## config.mk

```make
export PLATFORM = sky130hd
export DESIGN_NAME = throughout_burst_sched
export DESIGN_NICKNAME = d
export VERILOG_FILES = /design/src/rtl/throughout_burst_sched.sv
export SDC_FILE = /design/constraint.sdc
export NUM_CORES = 1
export LEC_CHECK = 0
export CORE_UTILIZATION = 30
export DETAILED_ROUTE_END_ITERATION = 8
export DONT_BUFFER_PORTS = 1
export GPL_TIMING_DRIVEN = 0
export PLACE_DENSITY_LB_ADDON = 0.08
export SYNTH_ARGS = -nofsm -noshare
export SYNTH_HDL_FRONTEND = slang
export SYNTH_SLANG_ARGS = --single-unit
```

## constraint.sdc

```tcl
create_clock -name clk -period 2 [get_ports clk]
set_input_delay 0.5 -clock clk [delete_from_list [all_inputs] [get_ports clk]]
set_output_delay 0.5 -clock clk [all_outputs]
set_load 0.05 [all_outputs]
```

## src/rtl/throughout_burst_sched.sv

```systemverilog
// Round-robin burst scheduler: grants one of two requesters an a/b burst of len beats,
// then closes it with a c (done) or abrt pulse followed by GAP idle cycles.
module throughout_burst_sched #(
  parameter int LEN_W = 4,
  parameter int GAP   = 1
) (
  input  logic             clk,
  input  logic             rst,
  input  logic             req0,
  input  logic             req1,
  input  logic [LEN_W-1:0] len0,
  input  logic [LEN_W-1:0] len1,
  input  logic             abort,
  output logic             gnt0,
  output logic             gnt1,
  output logic             a,
  output logic             b,
  output logic             c,
  output logic             abrt,
  output logic             busy,
  output logic             owner,
  output logic [LEN_W-1:0] beat_cnt,
  output logic [1:0]       state_dbg
);

  localparam int GW = (GAP > 1) ? $clog2(GAP) : 1;

  typedef enum logic [1:0] {
    S_IDLE  = 2'd0,
    S_BURST = 2'd1,
    S_GAP   = 2'd2
  } state_t;

  state_t           state, state_d;
  logic [LEN_W-1:0] rem, rem_d;
  logic [LEN_W-1:0] cnt_d;
  logic [GW-1:0]    gap_cnt, gap_d;
  logic             pri, pri_d;
  logic             owner_d, gnt0_d, gnt1_d, c_d, abrt_d;
  logic             win;
  logic [LEN_W-1:0] win_len;

  // Handshake: req0/req1 are levels held until the matching one-cycle gnt pulse;
  // a request that drops before its grant is forgotten.
  always_ff @(posedge clk or posedge rst) begin
    if (rst) begin
      state    <= S_IDLE;
      rem      <= '0;
      beat_cnt <= '0;
      gap_cnt  <= '0;
      pri      <= 1'b0;
      owner    <= 1'b0;
      gnt0     <= 1'b0;
      gnt1     <= 1'b0;
      c        <= 1'b0;
      abrt     <= 1'b0;
    end else begin
      state    <= state_d;
      rem      <= rem_d;
      beat_cnt <= cnt_d;
      gap_cnt  <= gap_d;
      pri      <= pri_d;
      owner    <= owner_d;
      gnt0     <= gnt0_d;
      gnt1     <= gnt1_d;
      c        <= c_d;
      abrt     <= abrt_d;
    end
  end

  always_comb begin
    state_d = state;
    rem_d   = rem;
    cnt_d   = beat_cnt;
    gap_d   = gap_cnt;
    pri_d   = pri;
    owner_d = owner;
    gnt0_d  = 1'b0;
    gnt1_d  = 1'b0;
    c_d     = 1'b0;
    abrt_d  = 1'b0;
    win     = 1'b0;
    win_len = len0;
    case (state)
      S_IDLE: begin
        if (req0 || req1) begin
          // pri names the requester that was not granted last.
          win     = (req0 && req1) ? pri : req1;
          win_len = win ? len1 : len0;
          rem_d   = (win_len == '0) ? '0 : win_len - LEN_W'(1);
          cnt_d   = LEN_W'(1);
          owner_d = win;
          pri_d   = ~win;
          gnt0_d  = ~win;
          gnt1_d  = win;
          state_d = S_BURST;
        end
      end
      S_BURST: begin
        if (abort) begin
          abrt_d  = 1'b1;
          gap_d   = '0;
          state_d = S_GAP;
        end else if (rem == '0) begin
          c_d     = 1'b1;
          gap_d   = '0;
          state_d = S_GAP;
        end else begin
          rem_d = rem - LEN_W'(1);
          cnt_d = beat_cnt + LEN_W'(1);
        end
      end
      S_GAP: begin
        if (gap_cnt == GW'(GAP - 1)) begin
          cnt_d   = '0;
          state_d = S_IDLE;
        end else begin
          gap_d = gap_cnt + GW'(1);
        end
      end
      default: state_d = S_IDLE;
    endcase
  end

  // Decodes of the state register, so still free of input-to-output paths.
  assign a         = (state == S_BURST);
  assign b         = (state == S_BURST);
  assign busy      = (state != S_IDLE);
  assign state_dbg = state;

endmodule

```

### Word-level counts from Yosys, hierarchy flattened

Cells that the tools add are included.

* bitwise logic cells: 1
* reduce and logical (&&, ||, !) cells: 14
* equality and inequality tests: 7
* add/sub/neg operators: 4
* multiplexer cells: 30

Operators by type and width (count)
* $mux W4: 9
* $mux W1: 13
* $pmux W4 S3: 1
* $logic_not A4 Y1: 2
* $mux W2: 4
* $ne A2 B2 Y1 const B: 4
* $pmux W4 S2: 1
* $sub A4 B1 Y4 const B: 2
* $pmux W2 S3: 1
* $reduce_bool A2 Y1: 3
* $reduce_and A5 Y1: 1
* $add A4 B1 Y4 const B: 1
* $reduce_and A2 Y1: 2
* $reduce_and A4 Y1: 1
* $ne A3 B1 Y1 const B: 1
* $reduce_and A3 Y1: 1
* $reduce_bool A3 Y1: 1
* $eq A2 B1 Y1 const B: 1
* $eq A2 B2 Y1 const B: 1
* $logic_not A2 Y1: 1
* $pmux W1 S2: 1
* $add A1 B1 Y1 const B: 1
* $logic_and A1 B1 Y1: 1
* $logic_or A1 B1 Y1: 1
* $not A1 Y1: 1

* output and inout bits: 14
* flip-flop bits (word level): 17
* logic and storage cells: 66
* input bits: 13

### Logic depth before layout (Yosys ltp)

Gate-level depths: netlist (run 1).

* depth in word-level cells: 7
* depth in mapped cells: 7
* depth with buffers taken out: 6

### Worst setup path after synthesis (run 1)

No wires, ideal clock.

* path type: reg-to-reg
* start: register state[1] (netlist: state_dbg[1])
* end: register beat_cnt[3]
* path buffers: 1
* path slack: -0.639 ns
* period minus slack after synthesis: 2.639 ns
* cell stages (with the launch flop): 8
* arrival time: 2.570 ns
* library setup time: 0.069 ns
* required time: 1.931 ns
* path through: dfrtp_1 inv_1 ha_1 buf_6 and2_4 a2111o_1 or4b_1 nand3_1

* cells in the longest elaborated chain, start to end: 3
* elaborated cells between the ends (all ways): 10
* those cells by class: 6 x eq/ne; 1 x mux; 3 x reduce/logical

Ends and longest elaborated chain
* start: declaration: line 34 `state_t state, state_d;`
* start signal: assignment: line 58 `state <= state_d;`
* $eq A2 B1 Y1 *
* named net a: line 16 `output logic a,`
* $ne A2 B2 Y1 (no line) or $reduce_bool A3 Y1 (tied branches)
* $reduce_and A5 Y1 (no line)
* end signal: assignment: line 60 `beat_cnt <= cnt_d;`
* end: declaration: line 22 `output logic [LEN_W-1:0] beat_cnt,`

Mark *: on every way through the listed nets, which the timed path passes. The rest lies on a longest branch.
A chain may end at the register's enable or synchronous reset.

### Final worst setup path (run 1)

Same ends and word-level chain as after synthesis.

==> reports/metrics.csv, run 1 <==
metric,value,unit
status,"complete, but fails checks",
violations,setup timing,
cp.required,2.23,ns
die_width,61.0,um
cts_made_buffers,3,
cts.htree.levels,1,
syn_area,1040,sq um
synth.area.mux_share,0.0204,
met2_length,1.23,mm
path_class,register to register,
synthSimpleGateAreaFrac,0.249,
synth_fa_ha_area_frac,0.0839,
synth-main-ff-cell,dfrtp_1,
fin_ws,-0.141,ns
syn_to_final_growth,30.8,%
rsz0062_at_grt,yes,
synth-xor-area-share,0,
antenna_cells,0,
root_buffer,clkbuf_4,
synth_top_area_cell,dfrtp_1,
setup_viol,5,
setup_tns,-0.308,ns
synth_compound_area_frac,0.200,
synth_seq_cells,16,
cpPeakStageDelay,0.58,ns
cts_buffer_depth,2,
gp_congestion,0.730,
num_vias,923,
drt_iter0_drc,41,
track_usage,0.159,
yosys_warnings,0,
synth_area_leaders,"dfrtp_1, ha_1, o21ai_0",
synth_edf_count,0,
syn_avg_cell_area,9.00,sq um
port_buffers,0,
utilization,0.409,
cts_tree,built,
routed_wl,2.56,mm
rows,21,
cts.sinks,16,
tightest_slew,0.630,ns
num_io_pins,27,
p_leak,0.588,nW
post-route-period-util,1.07,
relSlewSlack,0.579,
slew_viol_final,0,
detail_route.wl_per_cell,14.1,um
fmax,467,MHz
antenna_found_initial,0,
crit_family,simple AND/OR/NAND/NOR gates,
timing.critical_path.fanout_max,6,
viasPerCell,5.10,
fin_hold_ws,0.163,ns
grt_max_degree,17,
ir_drop,0.513,mV
antenna_left,0,
crit_chain,inv_4 -> ha_4 -> buf_8 -> and2_4 -> a2111o_1 -> or4b_1 -> nand3_1,
fin_nets,156,
synth_top_family_by_area,simple AND/OR/NAND/NOR gates,
post-synth-top-area-fraction,0.384,
clock_skew,0.00688,ns
placed_area,1120,sq um
coreArea,3340,sq um
grt_pass1_wl,4.29,mm
post-route-min-period,2.14,ns
dp_hpwl,1.73,mm
fin_area,1370,sq um
drive_above_1_share,0.326,
end_kind,register,
clock_latency,0.29,ns
wl_met3,132,um
clk_pin_slew,0.10,ns
start_kind,register,
hold_viol_final,0,
wl_met1,1.20,mm
slowest_stage,dfrtp_2,
async_flop_share,1.00,
cp.arrival,2.38,ns
hold_class,primary input to asynchronous set/reset pin,
fp.dieH,61.0,um
max_cap_viol_count,0,
firstDrtPassIters,4,
die_area,3720,sq um
crit_buf_inv,2,
p_per_area,1730,nW/um^2
syn_inst,116,
drc_errors,0,
synth-seq-area-share,0.384,
syn-num-nets,136,
grt_pass1_vias,919,
gr-total-overflow,0,
top_layer,met3,
synth.distinct_cells,40,
start_util,0.313,
[state kept, by name (all words and copies together), names as in the netlist]
name / flops
gnt1: 1
owner: 1
abrt: 1
c: 1
state_dbg: 2
gnt0: 1
rem: 4
pri: 1
beat_cnt: 4
[layout make-up]
class                   count  area [sq um]
inverters                   9          42.5
flip-flops and latches     16           405
plain buffers               4          32.5
multi-input cells          86           663
fillers                   366          1970
repair buffers             16           128
clock buffers               4          36.3
well taps                  46          57.6
[power breakdown]
| part | leakage, nW | total, mW | internal, mW | switching, mW |
|---|---|---|---|---|
| clock | 0.0210 | 0.220 | 0.111 | 0.109 |
| combinational | 0.367 | 1.33 | 0.655 | 0.679 |
| sequential | 0.200 | 0.803 | 0.445 | 0.358 |
[per-layer routing]
layer | vias to the layer above | global-route usage
met3 | 0 | 0.0341
met1 | 433 | 0.204
met5 | - | 0
met2 | 32 | 0.264
met4 | 0 | 0.0584
li1 | 458 | -
[what timing repair did]
action	4_1_cts	5_1_grt
hold buffers	0	0
pin swaps	4	4
setup endpoints to repair	9	9
buffers inserted	12	5
resized for setup	15	10
[cells by family after synthesis]
kind of cell,after synthesis
mux,2
buf+inv,14
fa+ha+maj,7
compound gates,30
flops,16
simple gates,47
[path summary, 6_finish.rpt]
check                      slack [ns]    startpoint      endpoint  cells after the start
min in group clk                 0.32          req0          gnt0                      2
max in group asynchronous        1.37           rst  state_dbg[0]                      1
max                             -0.14  state_dbg[1]   beat_cnt[3]                      7
min                              0.16           rst          gnt0                      1
max reg2reg                     -0.14  state_dbg[1]   beat_cnt[3]                      7
min reg2reg                      0.54           pri           pri                      1
[through the flow]
| stage | power (mW) | instances | worst slack [ns] |
|---|---|---|---|
| 5_1_grt | 2.53 | 181 | -0.207 |
| 3_5_place_dp | 1.69 | 162 | -0.377 |
| 4_1_cts | 2.23 | 177 | -0.146 |
| 3_3_place_gp | 1.68 | 162 | -0.359 |
| 2_1_floorplan | 1.51 | 116 | -0.180 |
| 6_report | 2.36 | 181 | -0.141 |
[synthesized netlist by cell type, types with 3 or more instances]
cell	n
nand3_1	6
nor2_1	8
a21oi_1	5
nor3_1	5
o21ai_0	8
o21bai_1	3
inv_1	9
nand2_1	10
nor2b_1	3
dfrtp_1	16
ha_1	7
nor3b_1	3
[placed cells by master (no fill, tap or decap), drive strengths merged, types with 2 or more instances in the layout]
cell type and count:
nor2 8, nor4 2, a31oi 2, dfrtp 16
nor3b 4, nand2 10, nand3 6, clkbuf 5
a21oi 5, or4b 2, nor3 5, o22ai 2
nor2b 3, buf 19, o21bai 3, a211oi 2
o21ai 8, ha 7, inv 8
Power figures use the tool's default switching activity.
==> run 2, diff against run 1 <==
--- a/config.mk
+++ b/config.mk
@@ -5,6 +5,8 @@
 export SDC_FILE = /design/constraint.sdc
 export NUM_CORES = 1
 export LEC_CHECK = 0
+export ABC_AREA = 1
+export CAP_MARGIN = 20
 export CORE_UTILIZATION = 30
 export DETAILED_ROUTE_END_ITERATION = 8
 export DONT_BUFFER_PORTS = 1
==> run 2 against run 1 <==
Net effect:
- the flow now finishes without violations
- clock-buffer cell count is the same
- synthesized area shrank 4.4%
- cell area shrank 15%
- clock power is essentially flat
- worst setup slack gained 0.20 ns
- maximum frequency grew 10%
- global-route usage shrank 3.3 points
- sequential power grew 3.9%
- sequential share of layout area grew 5.4 points
==> reports/metrics.csv, run 2 <==
metric,value,unit
synth_top_area_cell,dfrtp_1,
placed_area,1060,sq um
fp.dieH,59.7,um
syn_to_final_growth,15.7,%
drive_above_1_share,0.221,
clk_pin_slew,0.10,ns
relSlewSlack,0.582,
r2r_start,state_dbg[1],
slew_viol_final,0,
critPathLaunch,state_dbg[0],
viasPerCell,4.52,
rows,20,
synth_seq_cells,16,
synthTopCellsByCount,"nand2_1, dfrtp_1, inv_1, nor2_1, nand3_1",
grt_pass1_wl,3.37,mm
cp.arrival,1.45,ns
port_buffers,0,
dp_hpwl,1.55,mm
final_cell_mix,"nand2_1, nor2_1, dfrtp_1, inv_1, nand3_1",
synth-main-ff-cell,dfrtp_1,
max_cap_viol_count,0,
p_per_area,1840,nW/um^2
start_kind,register,
fin_cells,180,
path_class,register to output port,
num_vias,814,
async_flop_share,1.00,
cp.required,1.50,ns
antenna_found_initial,0,
post-synth-top-area-fraction,0.402,
antenna_left,0,
cts_buffer_depth,2,
fmax,514,MHz
fin_area,1150,sq um
tightest_slew,0.626,ns
start_util,0.321,
dp.cells,174,
antenna_cells,0,
rsz0062_at_grt,yes,
synth-seq-area-share,0.402,
cts_made_buffers,3,
drt_iter0_drc,26,
syn_inst,130,
final_common_cell,nand2_1,
post-route-min-period,1.95,ns
ir_drop,0.510,mV
syn_avg_cell_area,7.67,sq um
cts_tree,built,
syn_area,997,sq um
gp_congestion,0.791,
timing.critical_path.fanout_max,7,
post-route-period-util,0.973,
synth_most_common_cell,nand2_1,
firstDrtPassIters,4,
fin_hold_ws,0.168,ns
p_leak,0.570,nW
hold_viol_final,0,
status,finished clean,
clock_latency,0.28,ns
fin_nets,157,
synth.distinct_cells,22,
coreArea,3100,sq um
nFillCells,352,
gr-total-overflow,0,
routed_wl,1.98,mm
num_io_pins,27,
hold_class,primary input to asynchronous set/reset pin,
cts.sinks,16,
clock_skew,0.00346,ns
syn-num-nets,150,
root_buffer,clkbuf_4,
die_area,3560,sq um
end_kind,output port,
detail_route.wl_per_cell,11.0,um
synth_area_leaders,"dfrtp_1, nand2_1, ha_1",
grt_pass1_vias,774,
track_usage,0.126,
cts.htree.levels,1,
drc_errors,0,
grt_max_degree,17,
yosys_warnings,0,
synth_edf_count,0,
setup_viol,0,
die_width,59.7,um
run 2: power breakdown:
| part | internal (mW) | total [mW] | switching [mW] |
|---|---|---|---|
| clock | 0.111 | 0.221 | 0.110 |
| sequential | 0.458 | 0.834 | 0.376 |
| combinational | 0.395 | 1.06 | 0.670 |
| total | 0.964 | 2.12 | 1.16 |
run 2: critical path, cell delays in order (launching register included):
cell and delay [ns]:
dfrtp_4 0.61, inv_4 0.10, ha_4 0.14, clkinvlp_4 0.31
run 2: kinds of logic (layout without fill, tap and decap cells):
logic type | after synthesis | in the layout | synth area share
and+or+nand+nor | 60 | 60 | 0.287
buffers and inverters | 24 | 30 | 0.0954
AOI/OAI and AO/OA | 21 | 21 | 0.110
DFF | 16 | 16 | 0.402
adders and majority gates | 7 | 7 | 0.0878
xor gates and xnor gates | 2 | 2 | 0.0176
run 2: worst paths after layout:
kind	endpoint	slack (ns)	cells after the start
worst max-delay path	busy	0.05	3
worst min register to register	rem[0]	0.54	2
worst max register to register	rem[1]	0.09	10
max in group asynchronous	state_dbg[0]	1.37	1
worst min-delay path	beat_cnt[3]	0.17	1
min in group clk	c	0.26	1
run 2: metal layers:
layer / track usage / vias to the layer above / wire, um
met5: 0 / - / 0
met4: 0.0399 / 0 / 0
met3: 0.0216 / 0 / 99
met2: 0.197 / 27 / 856
met1: 0.177 / 363 / 1020
li1: - / 424 / -
run 2: per-stage QoR:
step / power [mW] / TNS, ns / utilization / setup slack, ns
after global routing: 2.29 / -0.0197 / 0.372 / -0.0151
after floorplan: 1.61 / 0 / - / 0.109
after detailed placement: 1.79 / -0.348 / 0.342 / -0.141
final: 2.12 / 0 / 0.372 / 0.0540
after CTS: 2.11 / 0 / 0.366 / 0.00406
after global placement: 1.77 / -0.288 / 0.342 / -0.119
run 2: area by class of cell:
type | instances | area [sq um] | share of cell area
well taps | 44 | 55.1 | 0.0477
multi-input cells | 90 | 532 | 0.461
flip-flops and latches | 16 | 405 | 0.351
repair buffers | 2 | 15.0 | 0.0130
plain buffers | 2 | 18.8 | 0.0163
inverters | 22 | 91.3 | 0.0792
clock buffers | 4 | 36.3 | 0.0315
run 2: timing repair:
action                     in CTS  in global routing
hold buffers                    0                  0
resized for setup               8                  4
pin swaps                       2                  1
setup endpoints to repair       8                  5
buffers inserted                1                  1
==> run 3, diff against run 2 <==
--- a/config.mk
+++ b/config.mk
@@ -7,7 +7,7 @@
 export LEC_CHECK = 0
 export ABC_AREA = 1
 export CAP_MARGIN = 20
-export CORE_UTILIZATION = 30
+export CORE_UTILIZATION = 45
 export DETAILED_ROUTE_END_ITERATION = 8
 export DONT_BUFFER_PORTS = 1
 export GPL_TIMING_DRIVEN = 0
==> run 3 against run 2 <==
Net effect:
- sequential cell count unchanged
- worst hold slack worse by 0.0015 ns
- global-route usage up 4.4 points
- sequential share of layout area up 0.86 points
- clock skew about the same
- final cell count down 10%
- first-iteration DRC count down 77%
- critical endpoint unchanged
==> reports/metrics.csv, run 3 (same netlist as run 2, synthesis figures left out) <==
metric,value,unit
status,finished clean,
fin_ws,0.0439,ns
num_io_pins,27,
cts.htree.levels,1,
clock_skew,0.00346,ns
path_class,register to output port,
hold_class,primary input to asynchronous set/reset pin,
syn_to_final_growth,12.9,%
p_leak,0.564,nW
port_buffers,0,
total_power,2.10,mW
grt_pass1_vias,746,
cp.arrival,1.46,ns
crit_chain,inv_4 -> ha_4 -> clkinvlp_4,
cts_tree,built,
p_per_area,1870,nW/um^2
firstDrtPassIters,4,
detail_route.wl_per_cell,11.1,um
max_cap_viol_count,0,
die_width,49.1,um
num_vias,814,
start_util,0.493,
rsz0062_at_grt,yes,
cts_buffer_depth,2,
ir_drop,1.08,mV
timing.critical_path.fanout_max,7,
gr-total-overflow,0,
grt_max_degree,17,
slowest_stage,dfrtp_4,
cp.required,1.50,ns
clock_latency,0.28,ns
ctsHoldBuffers,0,
r2r_start,state_dbg[1],
start_kind,register,
wl_met1,877,um
routed_wl,1.79,mm
slew_viol_final,0,
nFillCells,196,
relSlewSlack,0.593,
track_usage,0.170,
hold_viol_final,0,
drt_iter0_drc,6,
tightest_slew,0.609,ns
post-route-period-util,0.978,
coreArea,2020,sq um
cpPeakStageDelay,0.59,ns
top_layer,met4,
dp_hpwl,1.42,mm
viasPerCell,5.02,
antenna_left,0,
drc_errors,0,
dp_slack,-0.110,ns
final_common_cell,nand2_1,
gp_congestion,0.745,
wl_met3,79,um
antenna_found_initial,0,
clk_pin_slew,0.10,ns
multi_input_area,536,sq um
fp.dieH,49.1,um
end_kind,output port,
cts.sinks,16,
reg2reg_to,rem[1],
antenna_cells,0,
ff_latch_area,405,sq um
rows,16,
cts_made_buffers,3,
post-route-min-period,1.96,ns
setup_viol,0,
final_cell_mix,"nand2_1, nor2_1, dfrtp_1, inv_1, nand3_1",
met2_length,819,um
r2r.worst_path.cells,10,
fmax,511,MHz
root_buffer,clkbuf_4,
r2r_slack,0.07,ns
die_area,2410,sq um
drive_above_1_share,0.222,
grt_pass1_wl,3.17,mm
fin_nets,156,
==> run 3: cell types whose count changed in the layout (fill, tap and decap cells not counted) <==
cell and delta:
buf_4 -1, inv_2 +1, a21oi_1 -1, inv_4 -1, a21oi_2 +1
==> run 3: worst max-delay path: cells and delay by family (launching register included) <==
kind                     cells  cell delay, ns
flip-flops                   1            0.59
buffers and inverters        2            0.41
adder cells (fa/ha/maj)      1            0.16
==> run 3: layout make-up <==
class                      instances  share of cell area
sequential                        16               0.360
timing repair buffer               1             0.00667
inverter                          22              0.0789
clock buffer                       4              0.0322
multi-input combinational         90               0.476
tap                               27              0.0300
buffer                             2              0.0167
==> run 3: power breakdown <==
group	internal, mW	leakage (nW)	switching [mW]
clock network	0.111	0.0210	0.101
registers	0.458	0.199	0.370
logic	0.389	0.344	0.672
==> run 3: metal layers <==
layer  global-route usage  vias to the layer above
met1                0.216                      368
met3               0.0436                        2
li1                     -                      421
met4               0.0588                        0
met2                0.276                       23
met5                    0                        -
==> run 3: worst max path at each step <==
stage	from	slack [ns]	cells after the start	to
3_5_place_dp	state_dbg[1]	-0.11	10	rem[1]
2_1_floorplan	state_dbg[1]	0.11	10	rem[1]
5_1_grt	state_dbg[1]	-0.04	10	rem[1]
3_3_place_gp	state_dbg[1]	-0.1	10	rem[1]
6_report	state_dbg[1]	0.04	3	busy
4_1_cts	state_dbg[1]	0.004	3	b
==> run 3: what timing repair did <==
| action | CTS | global route |
|---|---|---|
| buffers inserted | 0 | 1 |
| gates cloned | 0 | 0 |
| pin swaps | 1 | 4 |
| resized for setup | 5 | 7 |
| setup endpoints to repair | 8 | 7 |
| endpoints found under the hold margin | 0 | 0 |
==> run 3: through the flow <==
step | util | setup TNS (ns) | std cells | hold WS, ns | area, sq um
3_3_place_gp | 0.514 | -0.156 | 157 | 0.500 | 1040
6_report | 0.557 | 0 | 162 | 0.166 | 1130
5_1_grt | 0.557 | -0.0750 | 162 | 0.222 | 1130
2_1_floorplan | - | 0 | 130 | 0.414 | 1010
4_1_cts | 0.543 | 0 | 161 | 0.184 | 1100
3_5_place_dp | 0.514 | -0.220 | 157 | 0.499 | 1040
